==> src/rtl/fifo_uart_tx_if.sv <==
// Handshake bundle between the FIFO read port, the UART transmitter and the TX pin.
// The transmitter takes the slave view; whatever feeds it takes the master view.
interface fifo_uart_tx_if;
    logic       tx_en;
    logic       fifo_empty;
    logic       fifo_rd;
    logic [7:0] fifo_data;
    logic       tx;
    logic       busy;
    logic       frame_done;

    modport slave (
        input  tx_en,
        input  fifo_empty,
        input  fifo_data,
        output fifo_rd,
        output tx,
        output busy,
        output frame_done
    );

    modport master (
        output tx_en,
        output fifo_empty,
        output fifo_data,
        input  fifo_rd,
        input  tx,
        input  busy,
        input  frame_done
    );
endinterface

==> src/rtl/fifo_uart_tx.sv <==
// Pops bytes from a registered-output FIFO and serialises each one as UART 8N1.
// Every output, the line included, is registered and changes on the same edge as the state.
module fifo_uart_tx #(
    parameter int CLKS_PER_BIT = 16
) (
    input  logic           clk,
    input  logic           rst,
    fifo_uart_tx_if.slave  bus
);

    localparam int CNT_W = (CLKS_PER_BIT > 1) ? $clog2(CLKS_PER_BIT) : 1;
    localparam logic [CNT_W-1:0] CNT_LAST = CNT_W'(CLKS_PER_BIT - 1);

    typedef enum logic [2:0] {
        IDLE,
        POP,
        WAIT,
        START,
        DATA,
        STOP
    } state_t;

    state_t           state;
    logic [CNT_W-1:0] bit_cnt;
    logic [2:0]       bit_idx;
    logic [7:0]       shift_reg;
    logic             tx_q;
    logic             rd_q;
    logic             busy_q;
    logic             done_q;
    logic             bit_end;

    assign bit_end        = (bit_cnt == CNT_LAST);
    assign bus.tx         = tx_q;
    assign bus.fifo_rd    = rd_q;
    assign bus.busy       = busy_q;
    assign bus.frame_done = done_q;

    always_ff @(posedge clk) begin
        if (!rst) begin
            state     <= IDLE;
            tx_q      <= 1'b1;
            rd_q      <= 1'b0;
            busy_q    <= 1'b0;
            done_q    <= 1'b0;
            bit_cnt   <= '0;
            bit_idx   <= '0;
            shift_reg <= '0;
        end else begin
            rd_q   <= 1'b0;
            done_q <= 1'b0;
            case (state)
                IDLE: begin
                    tx_q   <= 1'b1;
                    busy_q <= 1'b0;
                    if (bus.tx_en && !bus.fifo_empty) begin
                        rd_q   <= 1'b1;
                        busy_q <= 1'b1;
                        state  <= POP;
                    end
                end

                // The FIFO samples rd at the end of POP, so its data_out is valid through WAIT.
                POP: begin
                    state <= WAIT;
                end

                WAIT: begin
                    shift_reg <= bus.fifo_data;
                    bit_cnt   <= '0;
                    tx_q      <= 1'b0;
                    state     <= START;
                end

                START: begin
                    if (bit_end) begin
                        bit_cnt <= '0;
                        bit_idx <= '0;
                        tx_q    <= shift_reg[0];
                        state   <= DATA;
                    end else begin
                        bit_cnt <= bit_cnt + CNT_W'(1);
                    end
                end

                // shift_reg[0] is always the bit on the line; the next one waits in [1].
                DATA: begin
                    if (bit_end) begin
                        bit_cnt <= '0;
                        if (bit_idx == 3'd7) begin
                            tx_q  <= 1'b1;
                            state <= STOP;
                        end else begin
                            bit_idx   <= bit_idx + 3'd1;
                            tx_q      <= shift_reg[1];
                            shift_reg <= {1'b0, shift_reg[7:1]};
                        end
                    end else begin
                        bit_cnt <= bit_cnt + CNT_W'(1);
                    end
                end

                STOP: begin
                    if (bit_end) begin
                        bit_cnt <= '0;
                        done_q  <= 1'b1;
                        busy_q  <= 1'b0;
                        state   <= IDLE;
                    end else begin
                        bit_cnt <= bit_cnt + CNT_W'(1);
                    end
                end

                default: begin
                    tx_q   <= 1'b1;
                    busy_q <= 1'b0;
                    state  <= IDLE;
                end
            endcase
        end
    end

endmodule

==> src/flat_wrapper.sv <==
// flat-port wrapper written by rule: the top's interface ports become plain ports
module fifo_uart_tx_flat 
#(
    parameter int CLKS_PER_BIT = 16
)
  (clk, rst, bus_tx_en, bus_fifo_empty, bus_fifo_data, bus_fifo_rd, bus_tx, bus_busy, bus_frame_done);
  fifo_uart_tx_if bus_i ();
  input  logic clk;
  input  logic rst;
  input wire logic [$bits(bus_i.tx_en)-1:0] bus_tx_en;
  input wire logic [$bits(bus_i.fifo_empty)-1:0] bus_fifo_empty;
  input wire logic [$bits(bus_i.fifo_data)-1:0] bus_fifo_data;
  output wire logic [$bits(bus_i.fifo_rd)-1:0] bus_fifo_rd;
  output wire logic [$bits(bus_i.tx)-1:0] bus_tx;
  output wire logic [$bits(bus_i.busy)-1:0] bus_busy;
  output wire logic [$bits(bus_i.frame_done)-1:0] bus_frame_done;
  assign bus_i.tx_en = bus_tx_en;
  assign bus_i.fifo_empty = bus_fifo_empty;
  assign bus_i.fifo_data = bus_fifo_data;
  assign bus_fifo_rd = bus_i.fifo_rd;
  assign bus_tx = bus_i.tx;
  assign bus_busy = bus_i.busy;
  assign bus_frame_done = bus_i.frame_done;
  fifo_uart_tx #(.CLKS_PER_BIT(CLKS_PER_BIT)) u_core (.clk(clk), .rst(rst), .bus(bus_i));
endmodule
==> config.mk <==
export PLATFORM = sky130hd
export DESIGN_NAME = fifo_uart_tx_flat
export DESIGN_NICKNAME = d
export VERILOG_FILES = /design/src/rtl/fifo_uart_tx_if.sv /design/src/rtl/fifo_uart_tx.sv /design/src/flat_wrapper.sv
export SDC_FILE = /design/constraint.sdc
export NUM_CORES = 1
export LEC_CHECK = 0
export BUFFER_PORTS_ARGS = -buffer_cell sky130_fd_sc_hd__buf_2
export CAP_MARGIN = 5
export CORE_MARGIN = 4
export CORE_UTILIZATION = 25
export CTS_BUF_LIST = sky130_fd_sc_hd__clkbuf_4 sky130_fd_sc_hd__clkbuf_8
export CTS_CLUSTER_DIAMETER = 30
export DETAILED_ROUTE_END_ITERATION = 10
export GPL_ROUTABILITY_DRIVEN = 0
export PLACE_DENSITY_LB_ADDON = 0.05
export RECOVER_POWER = 100
export SYNTH_ARGS = -nofsm -noshare
export SYNTH_HDL_FRONTEND = slang
export SYNTH_SLANG_ARGS = --single-unit
export TNS_END_PERCENT = 1
==> constraint.sdc <==
create_clock -name clk -period 2.05 [get_ports clk]
set_input_delay 0.5125 -clock clk [delete_from_list [all_inputs] [get_ports clk]]
set_output_delay 0.5125 -clock clk [all_outputs]
set_load 0.02 [all_outputs]
# Yosys cells after proc, flatten, opt, wreduce, memory -nomap -nowiden
# Cells that the tools add are included.
[totals] regBits=22 wordCells=63
[classes] n_addsub=2 muxes=22 reduce_logical=16 n_bitwise=2 n_eq_ne=13
[op_table] cell="$mux 3" n=7
[op_table] cell="$pmux 3 s6" n=1
[op_table] cell="$mux 8" n=2
[op_table] cell="$pmux 8 s2" n=1
[op_table] cell="$ne 2x1->1 const B" n=5
[op_table] cell="$eq 3x3->1 const B" n=3
[op_table] cell="$pmux 4 s2" n=1
[op_table] cell="$eq 3x2->1 const B" n=2
[op_table] cell="$mux 1" n=6
[op_table] cell="$pmux 3 s2" n=1
[op_table] cell="$reduce_and 2->1" n=3
[op_table] cell="$reduce_and 3->1" n=2
[op_table] cell="$reduce_bool 2->1" n=3
[op_table] cell="$reduce_and 5->1" n=1
[op_table] cell="$add 4x1->4 const B" n=1
[op_table] cell="$eq 4x4->1 const B" n=1
[op_table] cell="$mux 4" n=1
[op_table] cell="$pmux 1 s4" n=1
[op_table] cell="$reduce_and 4->1" n=1
[op_table] cell="$reduce_or 4->1" n=1
[op_table] cell="$add 3x1->3 const B" n=1
[op_table] cell="$eq 3x1->1 const B" n=1
[op_table] cell="$logic_not 3->1" n=1
[op_table] cell="$pmux 1 s3" n=1
[op_table] cell="other kinds (6)" n=7

# Depth between registers and ports, before layout
# Gate-level depths: netlist (run 1).
[logic_depth] depth_word=4 mapped_depth=6

# Least setup slack after synthesis (run 1)
# Ideal clock, no wire load.
[synth_timing] path_type="register to register" from="register u_core.bit_idx[0]" to="register u_core.bit_idx[1]" setup_slack_ps=479 arrival_time_ps=1449 period_less_slack_ps=1571 required_ps=1927 stages_incl_launch_ff=6 cell_sequence="dfxtp_1 > ha_1 > ha_1 > or4b_1 > a21oi_2 > o22ai_1"
[synth_via] elab_chain_len=4 elab_cells_between_ends=7 cone_classes="add/sub: 1; eq/ne: 2; mux: 3; reduce/logical: 1"
[synth_lines] item="start: declaration" line_no="fifo_uart_tx.sv:25" source="logic [2:0] bit_idx;"
[synth_lines] item="start signal: assignment" line_no="fifo_uart_tx.sv:94" source="bit_idx <= bit_idx + 3'd1;"
[synth_lines] item="$add 3x1->3" line_no="fifo_uart_tx.sv:94"
[synth_lines] item="$mux 3" line_no="fifo_uart_tx.sv:90" source="if (bit_idx == 3'd7) begin"
[synth_lines] item="$mux 3" line_no="fifo_uart_tx.sv:88" source="if (bit_end) begin"
[synth_lines] item="$pmux 3 s2" line_no="fifo_uart_tx.sv:52" source="case (state)"
# Parallel ways exist; a longest one is shown, timed or not. The select of a mux whose other input is x is not followed.
# A chain may end at the register's enable or synchronous reset.

# Worst setup path in the final report (run 1)
[layout_timing] from="register u_core.bit_cnt[0]" to="register u_core.shift_reg[2]"
[layout_via] elab_chain_len=3
[layout_lines] item="start: declaration" line_no="fifo_uart_tx.sv:24" source="logic [CNT_W-1:0] bit_cnt;"
[layout_lines] item="start signal: assignment" line_no="fifo_uart_tx.sv:82" source="bit_cnt <= bit_cnt + CNT_W'(1);"
[layout_lines] item="start signal: assignment" line_no="fifo_uart_tx.sv:99" source="bit_cnt <= bit_cnt + CNT_W'(1);"
[layout_lines] item="start signal: assignment" line_no="fifo_uart_tx.sv:110" source="bit_cnt <= bit_cnt + CNT_W'(1);"
[layout_lines] item="$eq 4x4->1" line_no="fifo_uart_tx.sv:33" source="assign bit_end = (bit_cnt == CNT_LAST);"
[layout_lines] item="$ne 2x1->1 (no source line)"
[layout_lines] item="$reduce_and 3->1 (no source line)"
[layout_lines] item="end signal: assignment" line_no="fifo_uart_tx.sv:69" source="shift_reg <= bus.fifo_data;"
[layout_lines] item="end signal: assignment" line_no="fifo_uart_tx.sv:96" source="shift_reg <= {1'b0, shift_reg[7:1]};"
[layout_lines] item="end: declaration" line_no="fifo_uart_tx.sv:26" source="logic [7:0] shift_reg;"
# No other way between the ends.

==> impl_metrics.toml, run 1 <==
[cts]
clkLatencyLatePin_ns = 0.26
root_buffer = "clkbuf_8"
htreeDepth = 1
ctsHoldBuffers = 0
clkTransAtPathRegs_ns = 0.08
post_cts_buffers = 0
cts_made_buffers = 3
post_cts_resized = 0
cts_sinks = 22
cts_tree = "done"
clockBufferDepth = 2

[sta]
hold_viol = 0
max-slew-margin-rel = 0.652
whs_ns = 0.448
fmax_mhz = 546
tightest_slew_ns = 0.522
final.min_clock_period_ns = 1.83
drv_slew = 0
setup_tns_ns = 0
rsz0062_at_grt = "false"
setup_viol = 0
post-route-period-util = 0.893
finalClockSkew_ns = 0.00326

[power]
internal_power_mw = 0.628
p_per_area_mw_per_mm2 = 595
p_sw_mw = 0.219
vdd.ir_drop.worst_mv = 0.219
pwr-share-seq = 0.550
cellLeakagePower_nw = 0.575
clock_power_share = 0.320
pwr-share-comb = 0.130
swShare = 0.258

[run_status]
status = "finished clean"

[floorplanning]
core_area_mm2 = 0.00479
die_h_um = 78.7
ios = 16
rows = 25
start_util = 0.261
die_area_mm2 = 0.00619
die_width_um = 78.7

[yosys]
synth-seq-cells = 22
ys.flop_type = "dfxtp_1"
synth_cells = 135
yosys_warnings = 0
syn_nets = 150
synth_enable_flop_cells = 0
synth_cell_type_count = 44
synth-async-reset-ratio = 0
netlist_area_mm2 = 0.00125
synth.yosys.seq_area_share = 0.353
synth.avg_cell_area_um2 = 9.25

[finish]
n_antenna_cell = 0
synthToLayoutAreaGrowth_pct = 14.1
multi_input_comb_area_um2 = 702
fin_cells = 217
largest_reg_flops = 8
post-route-util = 0.298
drive_above_1_share = 0.167
fill_cells = 521
layout_commonest_cell = "dfxtp_1"
seqCellArea_um2 = 440
fin_area_mm2 = 0.00143
final_cell_mix = "dfxtp_1, a211oi_1, nand2_1, buf_2, mux2i_1"
final_nets = 167

[detailed_routing]
postRouteWirelength_mm = 3.14
dr.pass1.iters = 4
vias_per_cell = 5.02
drt_iter0_markers = 49
vias = 1090
antenna_left = 0
drc_errors = 0
wl_per_cell_um = 14.5

[min_path]
holdCritPathClass = "in -> reg"
whs_path_depth = 2
worst_hold_startpoint = "bus_fifo_empty"
hold_end = "u_core.bus.fifo_rd"

[flow_run]
cap_violations = 0

[grt]
grt_max_degree = 15
grt_use_total = 0.106
antenna_found_initial = 0
grt_overflow = 0
grt_pass1_vias = 1030
grt_pass1_wl_mm = 5.23

[setup_path]
arrival_ns = 1.97
cpMaxStageDelayCell = "and3_1"
reg2reg_setup_slack_ns = 0.22
worstPathCellList = "ha_1 > and3_1 > a21o_1 > a211oi_1"
crit_required_ns = 2.19
r2r_end = "u_core.shift_reg[2]"
end_kind = "register"
reg2reg_depth = 4
start_kind = "register"
crit_family = "simple AND/OR/NAND/NOR gates"
critical-path-max-stage-delay_ns = 0.52
criticalPathCategory = "reg -> reg"
worstPathBufferInverterCount = 0
path_max_fanout = 14
r2r_start = "u_core.bit_cnt[0]"

[placement]
dp_hpwl_mm = 2.28
placedCellCount = 214
place_area_mm2 = 0.00141
io_buffers = 15
## how the worst max path moves through the flow
stage                      start             endpoint  depth (start not counted)
4_1_cts        u_core.bit_cnt[0]  u_core.shift_reg[5]                          4
2_1_floorplan  u_core.bit_idx[0]    u_core.bit_idx[1]                          5
5_1_grt        u_core.bit_cnt[0]  u_core.shift_reg[2]                          4
6_report       u_core.bit_cnt[0]  u_core.shift_reg[2]                          4
3_3_place_gp   u_core.bit_cnt[0]  u_core.shift_reg[5]                          4
3_5_place_dp   u_core.bit_cnt[0]  u_core.shift_reg[5]                          4
## final cells by class
class,instances,area share
Inverter,4,0.0105
Clock buffer,3,0.0290
Timing Repair Buffer,24,0.100
Tap cell,67,0.0588
Multi-Input combinational cell,97,0.493
Sequential cell,22,0.309
## logic make-up after synthesis
kind of cell | synth area share
compound gates | 0.292
fa+ha+maj | 0.0301
buf+inv | 0.0721
flops | 0.353
mux | 0.0721
simple gates | 0.181
## per-stage QoR
step	power (mW)	setup WS (ns)
after floorplan	0.551	0.479
after global placement	0.592	0.297
after detailed placement	0.592	0.258
after CTS	0.864	0.233
after global routing	0.885	0.0632
final	0.847	0.220
## synth_stat cells, drive strengths merged, types with 2 or more instances
cell | n | share of area
nor4b | 2 | 0.024
o21ai | 3 | 0.012
o32a | 2 | 0.016
a211oi | 18 | 0.11
nand2b | 3 | 0.015
o31ai | 2 | 0.012
nor3b | 2 | 0.021
dfxtp | 22 | 0.35
clkbuf | 2 | 0.0070
a21o | 4 | 0.024
buf | 10 | 0.053
o22ai | 3 | 0.015
nand2 | 11 | 0.033
ha | 3 | 0.030
and3 | 2 | 0.010
nor2 | 5 | 0.015
inv | 4 | 0.012
mux2i | 9 | 0.072
a21oi | 7 | 0.031
a311oi | 3 | 0.021
## per-layer routing
metal | share of wire | global-route usage | vias up | wire length [um]
li1 | - | - | 552 | -
met1 | 0.52 | 0.154 | 522 | 1650
met2 | 0.44 | 0.152 | 14 | 1370
met3 | 0.031 | 0.0264 | 2 | 96
met4 | 0.0086 | 0.0297 | 0 | 27
met5 | 0 | 0 | - | 0
## power groups by stage
stage | sequential [mW] | combinational, mW | clock, mW
floorplan | 0.471 | 0.0800 | 0
global placement | 0.476 | 0.116 | 0
detailed placement | 0.476 | 0.116 | 0
CTS | 0.466 | 0.116 | 0.282
global route | 0.469 | 0.124 | 0.292
finish | 0.466 | 0.110 | 0.271
Note: power is estimated with default switching activity, not from simulation.
==> inputs of run 2 (changes only) <==
--- a/config.mk
+++ b/config.mk
@@ -5,6 +5,7 @@
 export SDC_FILE = /design/constraint.sdc
 export NUM_CORES = 1
 export LEC_CHECK = 0
+export ABC_AREA = 1
 export BUFFER_PORTS_ARGS = -buffer_cell sky130_fd_sc_hd__buf_2
 export CAP_MARGIN = 5
 export CORE_MARGIN = 4
@@ -13,7 +14,7 @@
 export CTS_CLUSTER_DIAMETER = 30
 export DETAILED_ROUTE_END_ITERATION = 10
 export GPL_ROUTABILITY_DRIVEN = 0
-export PLACE_DENSITY_LB_ADDON = 0.05
+export PLACE_DENSITY = 0.4
 export RECOVER_POWER = 100
 export SYNTH_ARGS = -nofsm -noshare
 export SYNTH_HDL_FRONTEND = slang
==> run 2 against run 1 <==
  * Register-to-register slack better by 0.03 ns
  * Setup slack better by 0.033 ns
  * First-iteration DRC count up 43%
  * Core utilization increased by 0.23 points
  * Area after synthesis decreased by 6.0%
  * Combinational power rose to 6.0 times the previous value
  * Sequential share of layout area rose by 2.1 points
  * Critical endpoint is now u_core.shift_reg[1]
  * Largest power group is now combinational cells
==> impl_metrics.toml, run 2 <==
[yosys]
synth_cell_type_count = 23
synth-seq-cells = 22
synth.most_common_cell = "nand2_1"
synth_enable_flop_cells = 0
yosys_warnings = 0
synth_top_cell_by_area = "dfxtp_1"
synth_cells = 171
netlist_area_mm2 = 0.00117
synth.avg_cell_area_um2 = 6.86
syn_nets = 186
ys.flop_type = "dfxtp_1"
synth.top_cells.by_count = "nand2_1, dfxtp_1, nand3_1, nor2_1"
synth_top_area_frac = 0.375
synth-async-reset-ratio = 0
synth_area_leaders = "dfxtp_1, nand2_1, nand3_1"
synth.yosys.seq_area_share = 0.375

[cts]
ctsHoldBuffers = 0
cts_sinks = 22
cts_made_buffers = 3
root_buffer = "clkbuf_8"
clkLatencyLatePin_ns = 0.27
post_cts_buffers = 0
clkTransAtPathRegs_ns = 0.08
clockBufferDepth = 2
htreeDepth = 1
post_cts_resized = 0
cts_tree = "done"

[power]
power_mw = 1.62
cellLeakagePower_nw = 0.590
vdd.ir_drop.worst_mv = 0.444
p_per_area_mw_per_mm2 = 1210

[detailed_routing]
postRouteWirelength_mm = 2.85
vias = 1116
antenna_left = 0
vias_per_cell = 4.69
drt_iter0_markers = 70
dr.pass1.iters = 4
wl_per_cell_um = 12.0
drc_errors = 0

[sta]
setup_tns_ns = 0
final.min_clock_period_ns = 1.80
hold_viol = 0
rsz0062_at_grt = "false"
drv_slew = 0
tightest_slew_ns = 0.423
max-slew-margin-rel = 0.718
finalClockSkew_ns = 0.00120
fmax_mhz = 557
whs_ns = 0.474
setup_viol = 0
post-route-period-util = 0.876

[grt]
antenna_found_initial = 0
grt_pass1_vias = 1084
grt_overflow = 0
grt_use_total = 0.104
grt_max_degree = 13
grt_pass1_wl_mm = 5.04

[finish]
drive_above_1_share = 0.129
final_cell_mix = "nand2_1, nor2_1, nand3_1, dfxtp_1, inv_1"
final_nets = 202
post-route-util = 0.300
n_antenna_cell = 0
layout_commonest_cell = "nand2_1"
synthToLayoutAreaGrowth_pct = 13.6
largest_reg_flops = 8

[min_path]
worst_hold_startpoint = "u_core.bus.busy"
hold_end = "u_core.bus.busy"
holdCritPathClass = "reg -> reg"
whs_path_depth = 2

[setup_path]
r2r_start = "u_core.state[2]"
reg2reg_setup_slack_ns = 0.25
end_kind = "register"
criticalPathCategory = "reg -> reg"
arrival_ns = 1.97
r2r_end = "u_core.shift_reg[1]"
start_kind = "register"
path_max_fanout = 11
reg2reg_depth = 7
crit_required_ns = 2.22

[floorplanning]
die_h_um = 76.5
rows = 24
core_area_mm2 = 0.00444
start_util = 0.264
die_width_um = 76.5
die_area_mm2 = 0.00585
ios = 16

[flow_run]
cap_violations = 0

[placement]
io_buffers = 15
dp_hpwl_mm = 2.11

[run_status]
status = "finished clean"
run 2: worst max path at each step:
stage                            from             endpoint  slack, ns  cells past startpoint
detailed placement    u_core.state[2]  u_core.shift_reg[5]       0.35                      7
global placement      u_core.state[2]  u_core.shift_reg[2]       0.42                      7
CTS                   u_core.state[2]  u_core.shift_reg[1]       0.33                      7
floorplan           u_core.bit_cnt[0]  u_core.shift_reg[1]       0.70                      7
finish                u_core.state[2]  u_core.shift_reg[1]       0.25                      7
global route          u_core.state[2]  u_core.shift_reg[2]       0.11                      7
run 2: logic make-up after synthesis:
family / share of synthesized area
simple gates: 0.438
flops: 0.375
compound gates: 0.0917
buf+inv: 0.0629
fa+ha+maj: 0.0320
run 2: per-stage QoR:
stage,area [um2],worst slack [ns],cells
floorplan,1170,0.702,171
global placement,1290,0.424,234
detailed placement,1290,0.347,234
CTS,1350,0.333,238
global route,1330,0.111,238
finish,1330,0.253,238
run 2: cell type report:
| cell class | count | area (um2) |
|---|---|---|
| Clock buffer | 4 | 55.1 |
| Fill cell | 506 | 3110 |
| Inverter | 13 | 48.8 |
| Multi-Input combinational cell | 132 | 654 |
| Sequential cell | 22 | 440 |
| Tap cell | 52 | 65.1 |
| Timing Repair Buffer | 15 | 70.1 |
run 2: worst max-delay path, cell delays in order (launching register included):
cell and delay, ns:
dfxtp_1 0.59, inv_1 0.21, nor2_1 0.28, nand2_2 0.21, nand2_2 0.12, inv_1 0.12, nor2_1 0.11, nor2_1 0.05
run 2: per-layer routing:
| layer | up-vias | part of all wire | routed length (um) | track usage |
|---|---|---|---|---|
| met5 | - | 0 | 0 | 0 |
| met4 | 0 | 0.019 | 55 | 0.0489 |
| met3 | 5 | 0.043 | 121 | 0.0213 |
| met2 | 26 | 0.44 | 1250 | 0.163 |
| met1 | 498 | 0.50 | 1420 | 0.138 |
| li1 | 587 | - | - | - |
run 2: report_power, final:
part           switching [mW]  leakage [nW]  internal (mW)  total [mW]
logic                   0.429         0.382          0.227       0.656
clock network           0.150        0.0288          0.172       0.322
registers               0.112         0.179          0.527       0.638
total                   0.691         0.590          0.925        1.62
==> inputs of run 3 (changes only) <==
--- a/config.mk
+++ b/config.mk
@@ -10,7 +10,7 @@
 export CAP_MARGIN = 5
 export CORE_MARGIN = 4
 export CORE_UTILIZATION = 25
-export CTS_BUF_LIST = sky130_fd_sc_hd__clkbuf_4 sky130_fd_sc_hd__clkbuf_8
+export CTS_BUF_LIST = sky130_fd_sc_hd__clkbuf_16
 export CTS_CLUSTER_DIAMETER = 30
 export DETAILED_ROUTE_END_ITERATION = 10
 export GPL_ROUTABILITY_DRIVEN = 0
==> constraint.sdc (replaced) <==
create_clock -name clk -period 2.05 [get_ports clk]
set_input_delay 0.41 -clock clk [delete_from_list [all_inputs] [get_ports clk]]
set_output_delay 0.41 -clock clk [all_outputs]
set_load 0.02 [all_outputs]
==> run 3 against run 2 <==
  * Hold slack got worse by 0.039 ns
  * Power rose by 5.9%
  * Maximum frequency increased by 0.22%
  * Clock skew hardly changed
  * Critical path type unchanged
  * Highest routed layer unchanged
  * Sequential cell count is the same
  * Critical endpoint unchanged
  * Sequential share of layout area shrank 0.58 points
  * Critical path depth did not move
  * Wire length down 0.91%
  * Core utilization grew 0.53 points
==> impl_metrics.toml, run 3 (synthesized netlist as in run 2, its figures left out) <==
[cts]
cts_sinks = 22
cts_tree = "done"
clkTransAtPathRegs_ns = 0.06
cts_made_buffers = 3
clockBufferDepth = 2
htreeDepth = 1
ctsHoldBuffers = 0
root_buffer = "clkbuf_16"
post_cts_resized = 0
post_cts_buffers = 0
clkLatencyLatePin_ns = 0.25

[floorplanning]
die_area_mm2 = 0.00585
core_area_mm2 = 0.00444
die_width_um = 76.5
rows = 24
start_util = 0.264
die_h_um = 76.5
ios = 16

[detailed_routing]
dr.pass1.iters = 4
vias = 1133
vias_per_cell = 4.76
postRouteWirelength_mm = 2.82
wl_per_cell_um = 11.9
antenna_left = 0
drc_errors = 0
drt_iter0_markers = 59

[sta]
hold_viol = 0
drv_slew = 0
final.min_clock_period_ns = 1.79
post-route-period-util = 0.875
setup_tns_ns = 0
setup_viol = 0
fmax_mhz = 558
max-slew-margin-rel = 0.720
finalClockSkew_ns = 0.00163
tightest_slew_ns = 0.419
rsz0062_at_grt = "false"

[min_path]
holdCritPathClass = "in -> reg"

[power]
swShare = 0.407
pwr-share-comb = 0.384
pwr-share-seq = 0.373
p_per_area_mw_per_mm2 = 1260
p_sw_mw = 0.697
vdd.ir_drop.worst_mv = 0.473
cellLeakagePower_nw = 0.599
clock_power_share = 0.243
internal_power_mw = 1.01

[placement]
io_buffers = 15
dp_hpwl_mm = 2.11

[finish]
drive_above_1_share = 0.124
post-route-util = 0.305
layout_commonest_cell = "nand2_1"
multi_input_comb_area_um2 = 654
n_antenna_cell = 0
fill_cells = 503
synthToLayoutAreaGrowth_pct = 15.7
final_cell_mix = "nand2_1, nor2_1, nand3_1, dfxtp_1, inv_1"
final_nets = 202
seqCellArea_um2 = 440
largest_reg_flops = 8

[grt]
grt_pass1_wl_mm = 5.00
grt_pass1_vias = 1083
grt_overflow = 0
grt_use_total = 0.102
grt_max_degree = 13
antenna_found_initial = 0

[setup_path]
criticalPathCategory = "reg -> reg"
cp_common_cell = "nor2_1"
start_kind = "register"
arrival_ns = 1.94
crit_family = "simple AND/OR/NAND/NOR gates"
cpMaxStageDelayCell = "dfxtp_1"
crit_required_ns = 2.20
path_max_fanout = 11
worstPathCellList = "inv_1 > nor2_1 > nand2_2 > nand2_2 > inv_1 > nor2_1 > nor2_1"
end_kind = "register"
critical-path-max-stage-delay_ns = 0.57
worstPathBufferInverterCount = 2

[run_status]
status = "finished clean"

[flow_run]
cap_violations = 0
run 3: changes by cell type in the layout (fill, tap and decap cells not counted):
cell,previous run,this run
clkinv_1,0,1
clkbuf_8,4,0
clkbuf_16,0,3
run 3: final cells by class:
class	instances	area share
Clock inverter	1	0.00276
Clock buffer	3	0.0553
Timing Repair Buffer	15	0.0516
Multi-Input combinational cell	132	0.482
Sequential cell	22	0.324
Inverter	13	0.0359
Tap cell	52	0.0479
run 3: stage by stage:
stage	power [mW]	instance area (um2)	std cells	hold slack [ns]	worst slack [ns]
after floorplan	1.18	1170	171	0.439	0.702
after global placement	1.31	1290	234	0.455	0.424
after detailed placement	1.32	1290	234	0.467	0.347
after CTS	1.75	1370	238	0.428	0.335
after global routing	1.86	1360	238	0.436	0.113
final	1.71	1360	238	0.434	0.257
run 3: metal layers:
layer | global-route usage | routed length [um]
met3 | 0.0213 | 129
met4 | 0.0326 | 29
met1 | 0.135 | 1390
met2 | 0.164 | 1270
met5 | 0 | 0
run 3: worst min-delay path: stages:
cell and delay [ns]:
buf_2 0.10, nand3_1 0.07, a21oi_1 0.06
run 3: final timing paths:
kind	startpoint	endpoint	slack, ns	depth (start not counted)
setup reg to reg	u_core.state[2]	u_core.shift_reg[1]	0.26	7
hold reg to reg	u_core.bus.busy	u_core.bus.busy	0.47	2
setup / recovery	u_core.state[2]	u_core.shift_reg[1]	0.26	7
hold / removal	bus_fifo_data[7]	u_core.shift_reg[7]	0.43	3
run 3: power groups by stage:
stage               logic (mW)  registers (mW)  clock network (mW)
floorplan                0.563           0.615                   0
global placement         0.668           0.643                   0
detailed placement       0.676           0.647                   0
CTS                      0.678           0.640               0.430
global route             0.753           0.654               0.450
finish                   0.657           0.638               0.417
